## config.mk

```make
export PLATFORM = sky130hd
export DESIGN_NAME = slt_serial
export DESIGN_NICKNAME = d
export VERILOG_FILES = /design/src/rtl/slt_pkg.sv /design/src/rtl/adder_1.sv /design/src/rtl/slt_serial.sv
export SDC_FILE = /design/constraint.sdc
export NUM_CORES = 1
export LEC_CHECK = 0
export BUFFER_PORTS_ARGS = -buffer_cell sky130_fd_sc_hd__buf_2
export CELL_PAD_IN_SITES_DETAIL_PLACEMENT = 1
export CELL_PAD_IN_SITES_GLOBAL_PLACEMENT = 2
export CORE_MARGIN = 4
export CORE_UTILIZATION = 34
export DETAILED_ROUTE_END_ITERATION = 16
export GPL_TIMING_DRIVEN = 0
export PLACE_DENSITY = 0.84
export SLEW_MARGIN = 20
export SYNTH_ARGS = -nofsm -noshare
export SYNTH_HDL_FRONTEND = slang
export SYNTH_HIERARCHICAL = 1
export SYNTH_SLANG_ARGS = --single-unit
```

## constraint.sdc

```tcl
create_clock -name clk -period 1.9 [get_ports clk]
set_input_delay 0.285 -clock clk [delete_from_list [all_inputs] [get_ports clk]]
set_output_delay 0.285 -clock clk [all_outputs]
set_load 0.01 [all_outputs]
```

## src/rtl/slt_pkg.sv

```systemverilog
// Shared types for the bit-serial signed less-than comparator.
package slt_pkg;

   // Controller states: waiting for operands, shifting bits, holding result.
   typedef enum logic [1:0] {
      S_IDLE = 2'd0,
      S_RUN  = 2'd1,
      S_DONE = 2'd2
   } slt_state_t;

endpackage

```

## src/rtl/adder_1.sv

```systemverilog
// One-bit full adder used as the serial subtract stage.
module adder_1 (
   input  logic a,
   input  logic b,
   input  logic c_in,
   output logic sum,
   output logic c_out
);

   // Sum and majority carry.
   always_comb begin
      sum   = a ^ b ^ c_in;
      c_out = (a & b) | (a & c_in) | (b & c_in);
   end

endmodule

```

## src/rtl/slt_serial.sv

```systemverilog
// Bit-serial signed a < b: computes a - b one bit per cycle, LSB first,
// and reports sign XOR overflow of the difference.
module slt_serial
   import slt_pkg::*;
#(
   parameter int unsigned N = 32
) (
   input  logic         clk,
   input  logic         rst,
   input  logic         i_valid,
   output logic         i_ready,
   input  logic [N-1:0] a,
   input  logic [N-1:0] b,
   output logic         o_valid,
   input  logic         o_ready,
   output logic         out
);

   localparam int unsigned CntW = $clog2(N);

   slt_state_t    state_q, state_d;
   logic [N-1:0]  a_q, a_d;
   logic [N-1:0]  b_q, b_d;
   logic [CntW-1:0] cnt_q, cnt_d;
   logic          carry_q, carry_d;
   logic          out_q, out_d;

   logic          b_inv;
   logic          bit_sum;
   logic          bit_cout;
   logic          last_bit;

   assign b_inv    = ~b_q[0];
   assign last_bit = (cnt_q == CntW'(N - 1));

   adder_1 u_adder (
      .a     (a_q[0]),
      .b     (b_inv),
      .c_in  (carry_q),
      .sum   (bit_sum),
      .c_out (bit_cout)
   );

   // State register.
   always_ff @(posedge clk) begin
      if (!rst) begin
         state_q <= S_IDLE;
      end else begin
         state_q <= state_d;
      end
   end

   // Next-state logic.
   always_comb begin
      state_d = state_q;
      unique case (state_q)
         S_IDLE: if (i_valid) state_d = S_RUN;
         S_RUN:  if (last_bit) state_d = S_DONE;
         S_DONE: if (o_ready) state_d = S_IDLE;
         default: state_d = S_IDLE;
      endcase
   end

   // Datapath next values: capture in idle, shift-and-add while running.
   always_comb begin
      a_d     = a_q;
      b_d     = b_q;
      cnt_d   = cnt_q;
      carry_d = carry_q;
      out_d   = out_q;
      unique case (state_q)
         S_IDLE: begin
            if (i_valid) begin
               a_d     = a;
               b_d     = b;
               cnt_d   = '0;
               carry_d = 1'b1;  // +1 completes the two's complement of b
            end
         end
         S_RUN: begin
            a_d     = a_q >> 1;
            b_d     = b_q >> 1;
            carry_d = bit_cout;
            if (last_bit) begin
               // Counter parks at N-1 so it never wraps.
               out_d = bit_sum ^ (carry_q ^ bit_cout);
            end else begin
               cnt_d = cnt_q + 1'b1;
            end
         end
         default: ;
      endcase
   end

   // Datapath registers.
   always_ff @(posedge clk) begin
      if (!rst) begin
         a_q     <= '0;
         b_q     <= '0;
         cnt_q   <= '0;
         carry_q <= 1'b0;
         out_q   <= 1'b0;
      end else begin
         a_q     <= a_d;
         b_q     <= b_d;
         cnt_q   <= cnt_d;
         carry_q <= carry_d;
         out_q   <= out_d;
      end
   end

   // Handshake outputs decoded from the state.
   always_comb begin
      i_ready = (state_q == S_IDLE);
      o_valid = (state_q == S_DONE);
      out     = out_q;
   end

endmodule

```

Word-level counts from Yosys, hierarchy flattened
Cells that the tools add are included.
- add/sub/neg operators: 1
- $mul: 0
- divide/modulo/power cells: 0
- order comparisons: 0
- equality and inequality tests: 7
- shifts and indexed selects: 0
- multiplexer cells: 13
- bitwise gates (word level): 10
- reduce and logical (&&, ||, !) cells: 6
- operators by type and width (cell ; number):
    case mux 32 bit (2 select lines) ; 2
    2-to-1 mux 32 bit ; 2
    2-to-1 mux 5 bit ; 2
    case mux 5 bit (2 select lines) ; 1
    2-to-1 mux 2 bit ; 3
    != test 2 bit (second input constant) ; 3
    case mux 2 bit (3 select lines) ; 1
    AND reduction 3 bit ; 2
    adder 5 x 1 -> 5 bit (second input constant) ; 1
    equality test 5 bit (second input constant) ; 1
    AND reduction 2 bit ; 2
    XOR 1 bit ; 4
    AND 1 bit ; 3
    equality test 2 x 1 -> 1 bit (second input constant) ; 1
    equality test 2 bit (second input constant) ; 1
    zero test 2 bit ; 1
    != test 2 x 1 -> 1 bit (second input constant) ; 1
    OR 1 bit ; 2
    case mux 1 bit (2 select lines) ; 1
    nonzero test 2 bit ; 1
    2-to-1 mux 1 bit ; 1
    NOT 1 bit ; 1
- flip-flop bits (word level): 73
- latch bits: 0
- memory bits (writable): 0
- ROM bits: 0
- input bits: 68
- memories kept: 0

Logic depth before layout (Yosys ltp)
Gate-level depths: netlist of run 1.
- word-level depth: 6
- gate-level depth with buffers: 7

Hierarchy
The synthesis of run 1 kept the hierarchy.
- by module, submodules not included (module ; instances ; cells each ; area each (um2) ; seq. area each (um2)):
    slt_serial ; 1 ; 331 ; 3329.4 ; 1461.4
    adder_1 ; 1 ; 1 ; 20.0 ; 0.0

Worst setup path after synthesis of run 1
Ideal clock, no wire load.
- path kind: register to register
- start: register cnt_q[0]
- end: register cnt_q[2]
- library setup time: 0.132 ns
- arrival: 1.483 ns
- data required time: 1.768 ns
- slack: 0.285 ns
- stages on the path, launching flop included: 8
- path buffers: 0
- period minus slack after synthesis: 1.615 ns
- cells stage by stage: dfxtp_1 -> ha_1 -> and3_1 -> ha_1 -> nand2b_1 -> a21o_1 -> o21ai_0 -> a21oi_1
- cells in the longest elaborated chain, start to end: 3
- ends and longest elaborated chain (item ; line ; source):
    start: declaration ; slt_serial.sv:24 ; logic [CntW-1:0] cnt_q, cnt_d;
    start signal: assignment ; slt_serial.sv:106 ; cnt_q <= cnt_d;
    adder 5 x 1 -> 5 bit or equality test 5 bit (tied branches) ; slt_serial.sv:88, slt_serial.sv:34 ;
    2-to-1 mux 5 bit or != test 2 bit (tied branches) ; -- ;
    case mux 5 bit (2 select lines) or AND reduction 3 bit (tied branches) ; -- ;
Parallel ways exist; a longest one is shown, timed or not. The select of a mux whose other input is x is not followed.
A chain may end at the register's enable or synchronous reset.

Worst setup path after layout of run 1
Ends and elaborated chain as after synthesis.

==> results, run 1 <==
- The flow ran to the end, and the final reports show no timing, DRC or antenna violations.
- In the post-synthesis netlist, the biggest area contributors are dfxtp_1, mux2i_1, a211oi_1.
- Setup total negative slack on the finished layout was measured at 0 ns.
- The cell area after synthesis is between 0.003 and 0.004 mm².
- The number of global-route vias before repair was 2742.
- The DRC violations left is 0.
- The number of synthesized register bits is between 70 and 80.
- The biggest area consumer among synthesized cells is dfxtp_1.
- The final period utilization is between 90% and 100%.
- In this run the tightest slew margin relative to its limit is a little over half.
- After detailed placement, the design holds a cell count of between 500 and 600.
- Entering global routing, the biggest net connects 14 pins.
- The count of input and output buffers is 70.
- By startpoint and endpoint, the worst setup path is classified as reg2reg.
- The number of DRC markers after the initial detailed-route iteration is 59.
- The synthesized netlist devotes between 10% and 20% of its cell area to compound gates.
- Of all nets on the critical path, the largest fanout is 6.
- The most frequent standard cell in the layout excluding fill and tap cells is buf_2.
- The total overflow left after global routing is 0.
- For this run, the number of Yosys warnings is 6.
- The first global-routing pass estimated approximately 13 mm of wire.
- At the end of routability-driven placement, the weighted congestion stood at ~0.72.
- The clock-pin slew on the worst setup and hold paths is ~0.09 ns.
- Once detailed placement completed, the half-perimeter wirelength came to slightly below 6 mm.
- Leaving out filler cells and counting taps, the final layout contains about 550.
- Global routing used about 14% of the available tracks across all layers.
- Pin placement for this block handled just over 70 I/O pins.
- The area of the core is ~0.0094 mm².
- The routed layout has approximately 2700 vias.
- The count of nets left with antenna violations once routing finished came out at 0.
- The kind of path behind the tightest hold check is in2reg.
- Dividing total power by cell area gives a power density of ~880 mW/mm².
- The main combinational cell family by area after synthesis is compound AO/OA/AOI/OAI gates.
- For this configuration, the core starts out at a cell density of 35.6%.
- TritonCTS built the clock tree.
- The number of max-capacitance violations reported is 0.
- The die is 107 µm tall.
- The clock reaches the later pin of the worst-skew pair after ~0.34 ns.
- The detailed router put a total of between 3 and 4 mm of wire on met1.
- The number of nets in the final layout is approximately 490.
- Static timing analysis puts the maximum clock frequency at 561 MHz.
- In this run the static leakage power is ~1.9 nW.
- Counting cells, the worst reg-to-reg path comes to 7.
- The number of instances in the synthesized netlist is 332.
- The first TritonRoute pass finished after 6 iterations.
- Counting I/O delays and the setup requirement, the final critical path takes between 1.5 and 2 ns.
- In the final layout, the multi-input gates occupy roughly 0.0017 mm².
- The mean number of vias per cell is 4.93.
- Data on the critical path is required at its endpoint by 2.11 ns.
- Data arrives at the worst endpoint at ~2.0 ns.
- In this run the core area contains 35 standard-cell rows.
- The worst hold slack after final layout is 0.225 ns.
- The final routed wire length divided by cell count is 14.6 µm.
- STA classifies the critical path startpoint as a register.
- At the pin with the least slew margin, the transition time is between 0.6 and 0.7 ns.
- Setup violations remaining at the end of the flow were counted as 0.
- The share of Yosys cell area claimed by the top area cell type is approximately 44%.
- The final max-slew violation count is 0.
- The number of antenna violations at the first check in global routing is 0.
- The synthesized netlist net count is between 400 and 500.
- The clock net in this run drives a total of between 70 and 80 sinks.
- The synthesized netlist devotes less than 1% of its cell area to XOR and XNOR gates.
- The maximum level of the CTS H-tree is 3.
- Clock tree synthesis selected as its root buffer the cell clkbuf_8.
- The width of the die is between 100 and 150 µm.
- The maximum vdd ir drop is roughly 0.38 mV.
- Counting the buffers created by CTS gives 9.
- For the final database, setup skew stands at roughly 0.0096 ns.
- The hold violation total from the final report is 0.
- The synthesized area per cell is about 10 µm².
- The top cell types in the final layout, fill and taps aside, are buf_2, dfxtp_1, nor2_1, mux2i_1, a211oi_1.
- Cells fill a little over two fifths of the core in the end.
- STA classifies the critical path endpoint as a register.
- After filler insertion, the fill cell instance count of the layout stands at about 1100.
- The floorplan step defined a die boundary enclosing 0.0115 mm².
- The number of antenna cells inserted is 0.
- Compared with the post-synthesis result, the final layout area differs by 21.4%.
- Measured against the total synthesized area, the mux share comes to between 10% and 20%.
- The highest metal layer used by the detailed router is met4.
- The synthesized netlist devotes a little over a tenth of its cell area to simple gates.
- Registers take 0.00146 mm².
- Summing the sequential cell areas from Yosys gives roughly 44% of the chip area.
- Wire segments on met3 add up to between 200 and 250 µm in the final route.
- Cells with a size suffix above 1 make up between 30% and 40% of the layout.
- For this block, the routed nets add up to 8.03 mm of wire.
- Counting instances, the worst hold path has a depth of 3.
- The longest clock path from root to sink contains 2 buffers.
- The met2 routed wirelength is 3.86 mm.
- The share of synthesized cell area in full adder, half adder and majority cells is 1.34%.
- The worst register-to-register path has a setup slack of ~0.12 ns.
- Synthesis instantiated 33 different standard cells from the library.
## final timing paths
kind / start / endpoint
setup / recovery: cnt_q[0]$_SDFFE_PN0P_ / cnt_q[2]$_SDFFE_PN0P_
hold / removal: b[31] / b_q[31]$_SDFFE_PN0P_
setup reg to reg: cnt_q[0]$_SDFFE_PN0P_ / cnt_q[2]$_SDFFE_PN0P_
hold reg to reg: out$_SDFFE_PN0P_ / out$_SDFFE_PN0P_
## flip-flops by register name (all words and copies together) (netlist names)
signal,cells
a_q,32
b_q,32
cnt_q,5
out,1
state_q,2
carry_q,1
## logic make-up after synthesis
kind of cell,count (synthesis)
xor+xnor,2
flops,73
fa+ha+maj,3
simple gates,86
buf+inv,30
mux,62
compound gates,76
## report_power, final
part / switching, W / internal (W) / leakage [nW] / total [W]
Sequential: 0.0000752 / 0.00167 / 0.605 / 0.00174
Combinational: 0.000336 / 0.000305 / 1.23 / 0.000641
Clock: 0.000590 / 0.000604 / 0.0912 / 0.00119
## cells in the mapped netlist
cell type  count
o21ai_0        2
and3_1         1
buf_12         2
o221a_2        1
nor3_1         2
clkbuf_1      10
fa_1           1
nand3_1        1
a32oi_1        2
or2_2          1
a211oi_2      20
nor2b_1        1
nand3b_1       2
inv_2          1
a211oi_1      42
buf_8          1
a22oi_1        2
mux2i_1       62
buf_2         10
nand2b_1       4
a31oi_1        1
xor2_1         1
xnor2_1        1
buf_4          5
a21o_1         1
ha_1           2
o31ai_1        1
nor2_2         1
nand4_1        1
dfxtp_1       73
a21oi_1        4
nor2_1        72
inv_1          1
## metal layers
| layer | GRT usage [%] | vias to the layer above |
|---|---|---|
| met3 | 2.40 | 9 |
| met4 | 4.38 | 0 |
| li1 | - | 1366 |
| met2 | 23.1 | 45 |
| met5 | 0 | - |
| met1 | 18.6 | 1281 |
## critical path, stage by stage (launching register included)
cell	delay [ns]
dfxtp_1	0.36
ha_1	0.24
and3_1	0.20
ha_2	0.20
nand2b_1	0.15
a21o_1	0.25
o21ai_0	0.18
a21oi_1	0.08
## cell type report
type	count	share of cell area (%)
buffer	28	4.43
clock buffer	9	3.05
clock inverter	7	1.75
inverter	2	0.185
multi-input combinational	229	41.9
sequential	73	35.9
tap	129	3.97
timing repair buffer	71	8.80
## what timing repair did
item | CTS | global route
endpoints found under the setup margin | 0 | 4
buffers inserted | 0 | 1
hold buffers | 0 | 0
resized for setup | 0 | 2
hold endpoints to repair | 0 | 0
## metrics by stage
stage	total power, W	worst slack [ns]	area (µm²)
after floorplan	0.00223	0.285	3350
after global placement	0.00240	0.128	3860
after detailed placement	0.00242	0.105	3860
after CTS	0.00363	0.0929	4060
after global routing	0.00378	-0.00891	4070
final	0.00358	0.119	4070
Note: power is estimated with default switching activity, not from simulation.
==> run 2: changes to the inputs <==
--- a/config.mk
+++ b/config.mk
@@ -12,9 +12,8 @@
 export CORE_UTILIZATION = 34
 export DETAILED_ROUTE_END_ITERATION = 16
 export GPL_TIMING_DRIVEN = 0
-export PLACE_DENSITY = 0.84
+export PLACE_DENSITY = 0.83
 export SLEW_MARGIN = 20
 export SYNTH_ARGS = -nofsm -noshare
 export SYNTH_HDL_FRONTEND = slang
-export SYNTH_HIERARCHICAL = 1
 export SYNTH_SLANG_ARGS = --single-unit
==> run 2 against run 1 <==
- power rose by 5.2%
- clock power rose by 17%
- count of clock-buffer cells in the layout rose by 2
- cell area rose by 4.5%
- sequential share of layout area fell by 1.5 points
- highest routed layer unchanged
==> results, run 2 <==
- The count of TritonRoute iterations in the first routing pass is 4 (was 6).
- The width of the die came to 110 µm (was 107 µm).
- The number of global-route vias before repair is 2953 (was 2742).
- The number of buffers inserted by post-CTS setup repair is 0 (unchanged).
- The layout overhead on the synthesized area is 21.3% (was 21.4%).
- The number of vias in the routed layout was 2768 (was 2701).
- The post-synthesis compound-gate area fraction came to 19.6% (was 19.7%).
- The worst setup path category is reg2out (was reg2reg).
- The vertical die dimension is 110 µm (was 107 µm).
- The share of synthesized area occupied by flip-flops and latches is 41.7% (was 43.6%).
- The areal power density over the cells is 886 mW/mm² (was 879 mW/mm²).
- The routability-driven placement congestion ratio was 0.725 (was 0.722).
- The first-pass GRT wire length came to 14.4 mm (was 13.1 mm).
- The synthesized netlist net count is 412 (was 403).
- The count of input and output buffers is 70 (unchanged).
- Highest-count cells in the layout ignoring fill and taps: buf_2, dfxtp_1, nand2_1, mux2i_1, o211a_1 (was buf_2, dfxtp_1, nor2_1, mux2i_1, a211oi_1).
- The count of flip-flops with a built-in enable after synthesis is 0 (unchanged).
- The effective utilization at floorplan was 35.4% (was 35.6%).
- The maximum frequency from static timing analysis is 592 MHz (was 561 MHz).
- The count of antenna-violating nets left after detailed routing is 0 (unchanged).
- The setup TNS is 0 ns (unchanged).
- The xor and xnor fraction of the mapped netlist area is 0% (was 0.523%).
- The actual slew at the worst max-slew pin is 0.508 ns (was 0.678 ns).
- The die outline area is 0.0120 mm² (was 0.0115 mm²).
- The total half-perimeter wirelength after legalization and detailed placement is 6.20 mm (was 5.93 mm).
- Cell types occupying the most area after synthesis: dfxtp_1, mux2i_1, o211a_1 (was dfxtp_1, mux2i_1, a211oi_1).
- The number of antenna violations at the first check in global routing is 0 (unchanged).
- The data arrival at the endpoint of the critical path came to 1.41 ns (was 1.99 ns).
- The hold violation total from the final report came to 0 (unchanged).
- The total placed cells including tap cells came to 543 (was 531).
- The post-CTS resize count is 0 (unchanged).
- The non-filler instance count after layout is 559 (was 548).
- The flip-flop cell with the highest count after synthesis is dfxtp_1 (unchanged).
- The number of hold-repair buffers added at the cts stage is 0 (unchanged).
- The aggregate global-route resource usage came to 15.3% (was 14.0%).
- The number of max-capacitance violations reported is 0 (unchanged).
- The area of the core is 0.00991 mm² (was 0.00942 mm²).
- The number of warnings printed during yosys synthesis is 0 (was 6).
- The sink count of the clock tree is 73 (unchanged).
- The final period utilization is 89.0% (was 93.8%).
- The main combinational cell family by area after synthesis is compound AO/OA/AOI/OAI gates (unchanged).
- The final critical path time including I/O delays and setup is 1.69 ns (was 1.78 ns).
- The number of unique standard cell types used by synthesis was 29 (was 33).
- The total number of placement rows is 36 (was 35).
- The leftover overflow at the end of global routing is 0 (unchanged).
- The post-synthesis simple-gate area fraction is 11.6% (was 10.6%).
- The most frequent standard cell in the layout excluding fill and tap cells is buf_2 (unchanged).
- Leading registers by flop count: a_q x32, b_q x32, cnt_q x5 (unchanged).
- The most repeated cell in the gate-level netlist after synthesis was dfxtp_1 (unchanged).
- The area of all sequential standard cells came to 0.00146 mm² (unchanged).
- The number of primary I/O pins is 71 (unchanged).
- The ratio of cells with drive above 1 in the final layout is 26.3% (was 31.0%).
- The TritonCTS clock tree was done (unchanged).
- The required time at the endpoint of the critical path is 1.62 ns (was 2.11 ns).
- The final routed wire length divided by cell count came to 15.4 µm (was 14.6 µm).
- The number of DRC markers after the initial detailed-route iteration is 128 (was 59).
- The maximum fanout encountered on the critical timing path is 10 (was 6).
- The proportion of synthesized flip-flops having asynchronous set or reset came to 0% (unchanged).
- The synthesized area per cell was 10.3 µm² (was 10.1 µm²).
- The maximum number of pins on one net before global-route repair is 13 (was 14).
- The DRC violations left is 0 (unchanged).
- The number of synthesized register bits was 73 (unchanged).
- The number of buffers added by the clock tree synthesis step was 9 (unchanged).
- The multi-input gate area in the final layout came to 0.00181 mm² (was 0.00170 mm²).
- The cell area after synthesis is 0.00350 mm² (was 0.00335 mm²).
- The type of destination of the critical path is an output port (was register).
- The kind of path behind the tightest hold check is in2reg (unchanged).
- The share of Yosys cell area claimed by the top area cell type came to 41.7% (was 43.6%).
- Most common library cells after synthesis: dfxtp_1, nand2_1, mux2i_1 (was dfxtp_1, nor2_1, mux2i_1).
- The number of nets in the final layout is 493 (was 485).
- The overall power after layout came to 0.00376 W (was 0.00358 W).
- The static leakage power is 2.34 nW (was 1.93 nW).
- The clock insertion delay at the later pin of the skew report is 0.35 ns (was 0.34 ns).
- The final setup skew is 0.00729 ns (was 0.00958 ns).
- The number of failing setup endpoints in the final timing report came to 0 (unchanged).
- The mean number of vias per cell came to 4.95 (was 4.93).
- The clock-pin slew on the worst setup and hold paths is 0.07 ns (was 0.09 ns).
- The number of antenna cells inserted is 0 (unchanged).
- The share of the core filled with cells is 42.9% (was 43.2%).
- The number of instances in the synthesized netlist is 340 (was 332).
- The biggest area consumer among synthesized cells is dfxtp_1 (unchanged).
- The fill cell total of the finished layout is 1161 (was 1116).
- The final max-slew violation count came to 0 (unchanged).
- The wire length reported by the detailed router was 8.59 mm (was 8.03 mm).
- The kind of start point of the critical path is a register (unchanged).
- The mux contribution to synthesized area is 18.6% (was 18.5%).
- The share of synthesized cell area in full adder, half adder and majority cells is 1.86% (was 1.34%).
- The maximum level of the CTS H-tree is 3 (unchanged).
- Setup repair after global routing left no endpoint under its margin.
- The number of buffers between clock root and the deepest sink came to 2 (unchanged).
- The maximum vdd ir drop came to 0.309 mV (was 0.384 mV).
- Status: finished clean (unchanged).
- The worst max-slew margin expressed relative to the limit is 66.2% (was 54.8%).
- The buffer cell driving the clock tree root is clkbuf_8 (unchanged).
-- run 2: per-layer routing --
metal	vias up	share of wire [%]	global-route usage, %
met3	13	4.3	3.99
met5	-	0	0
met2	47	49	26.1
met1	1330	45	18.7
met4	0	1.9	5.43
li1	1378	-	-
-- run 2: cells by family (layout without fill, tap and decap cells) --
kind of cell	after synthesis	in the layout
AO/OA/AOI/OAI	73	73
adder cells (fa/ha/maj)	4	4
buffers and inverters	33	119
flip-flops	73	73
multiplexers	65	65
AND/OR/NAND/NOR	92	92
-- run 2: path summary, 6_finish.rpt --
check / from / end / slack [ns] / cells past startpoint
setup reg to reg: cnt_q[0]$_SDFFE_PN0P_ / cnt_q[1]$_SDFFE_PN0P_ / 0.24 / 6
setup / recovery: state_q[0]$_SDFFE_PN0P_ / i_ready / 0.21 / 5
hold / removal: b[31] / b_q[31]$_SDFFE_PN0P_ / 0.22 / 3
hold reg to reg: cnt_q[4]$_SDFFE_PN0P_ / cnt_q[4]$_SDFFE_PN0P_ / 0.48 / 2
-- run 2: power by group --
group          internal, W  switching, W
Clock             0.000807      0.000583
Combinational     0.000322      0.000312
Sequential         0.00167     0.0000736
-- run 2: cell type report --
type                            instances  area share [%]
Buffer                                 31            5.27
Multi-Input combinational cell        234            42.6
Clock buffer                           11            3.56
Clock inverter                          5            1.83
Inverter                                2           0.177
Timing Repair Buffer                   70            8.24
Sequential cell                        73            34.4
Tap cell                              133            3.92
-- run 2: per-stage QoR --
stage	setup slack, ns	area, µm²	hold WS [ns]
floorplan	0.446	3500	0.436
global route	0.0859	4250	0.234
finish	0.210	4250	0.220
global placement	0.247	4020	0.457
CTS	0.170	4250	0.212
detailed placement	0.239	4020	0.473
-- run 2: critical path, stage by stage, from the launching register on --
cell and delay [ns]:
dfxtp_1 0.33, buf_4 0.17, buf_6 0.17, buf_6 0.18, nor2_1 0.06, buf_2 0.14
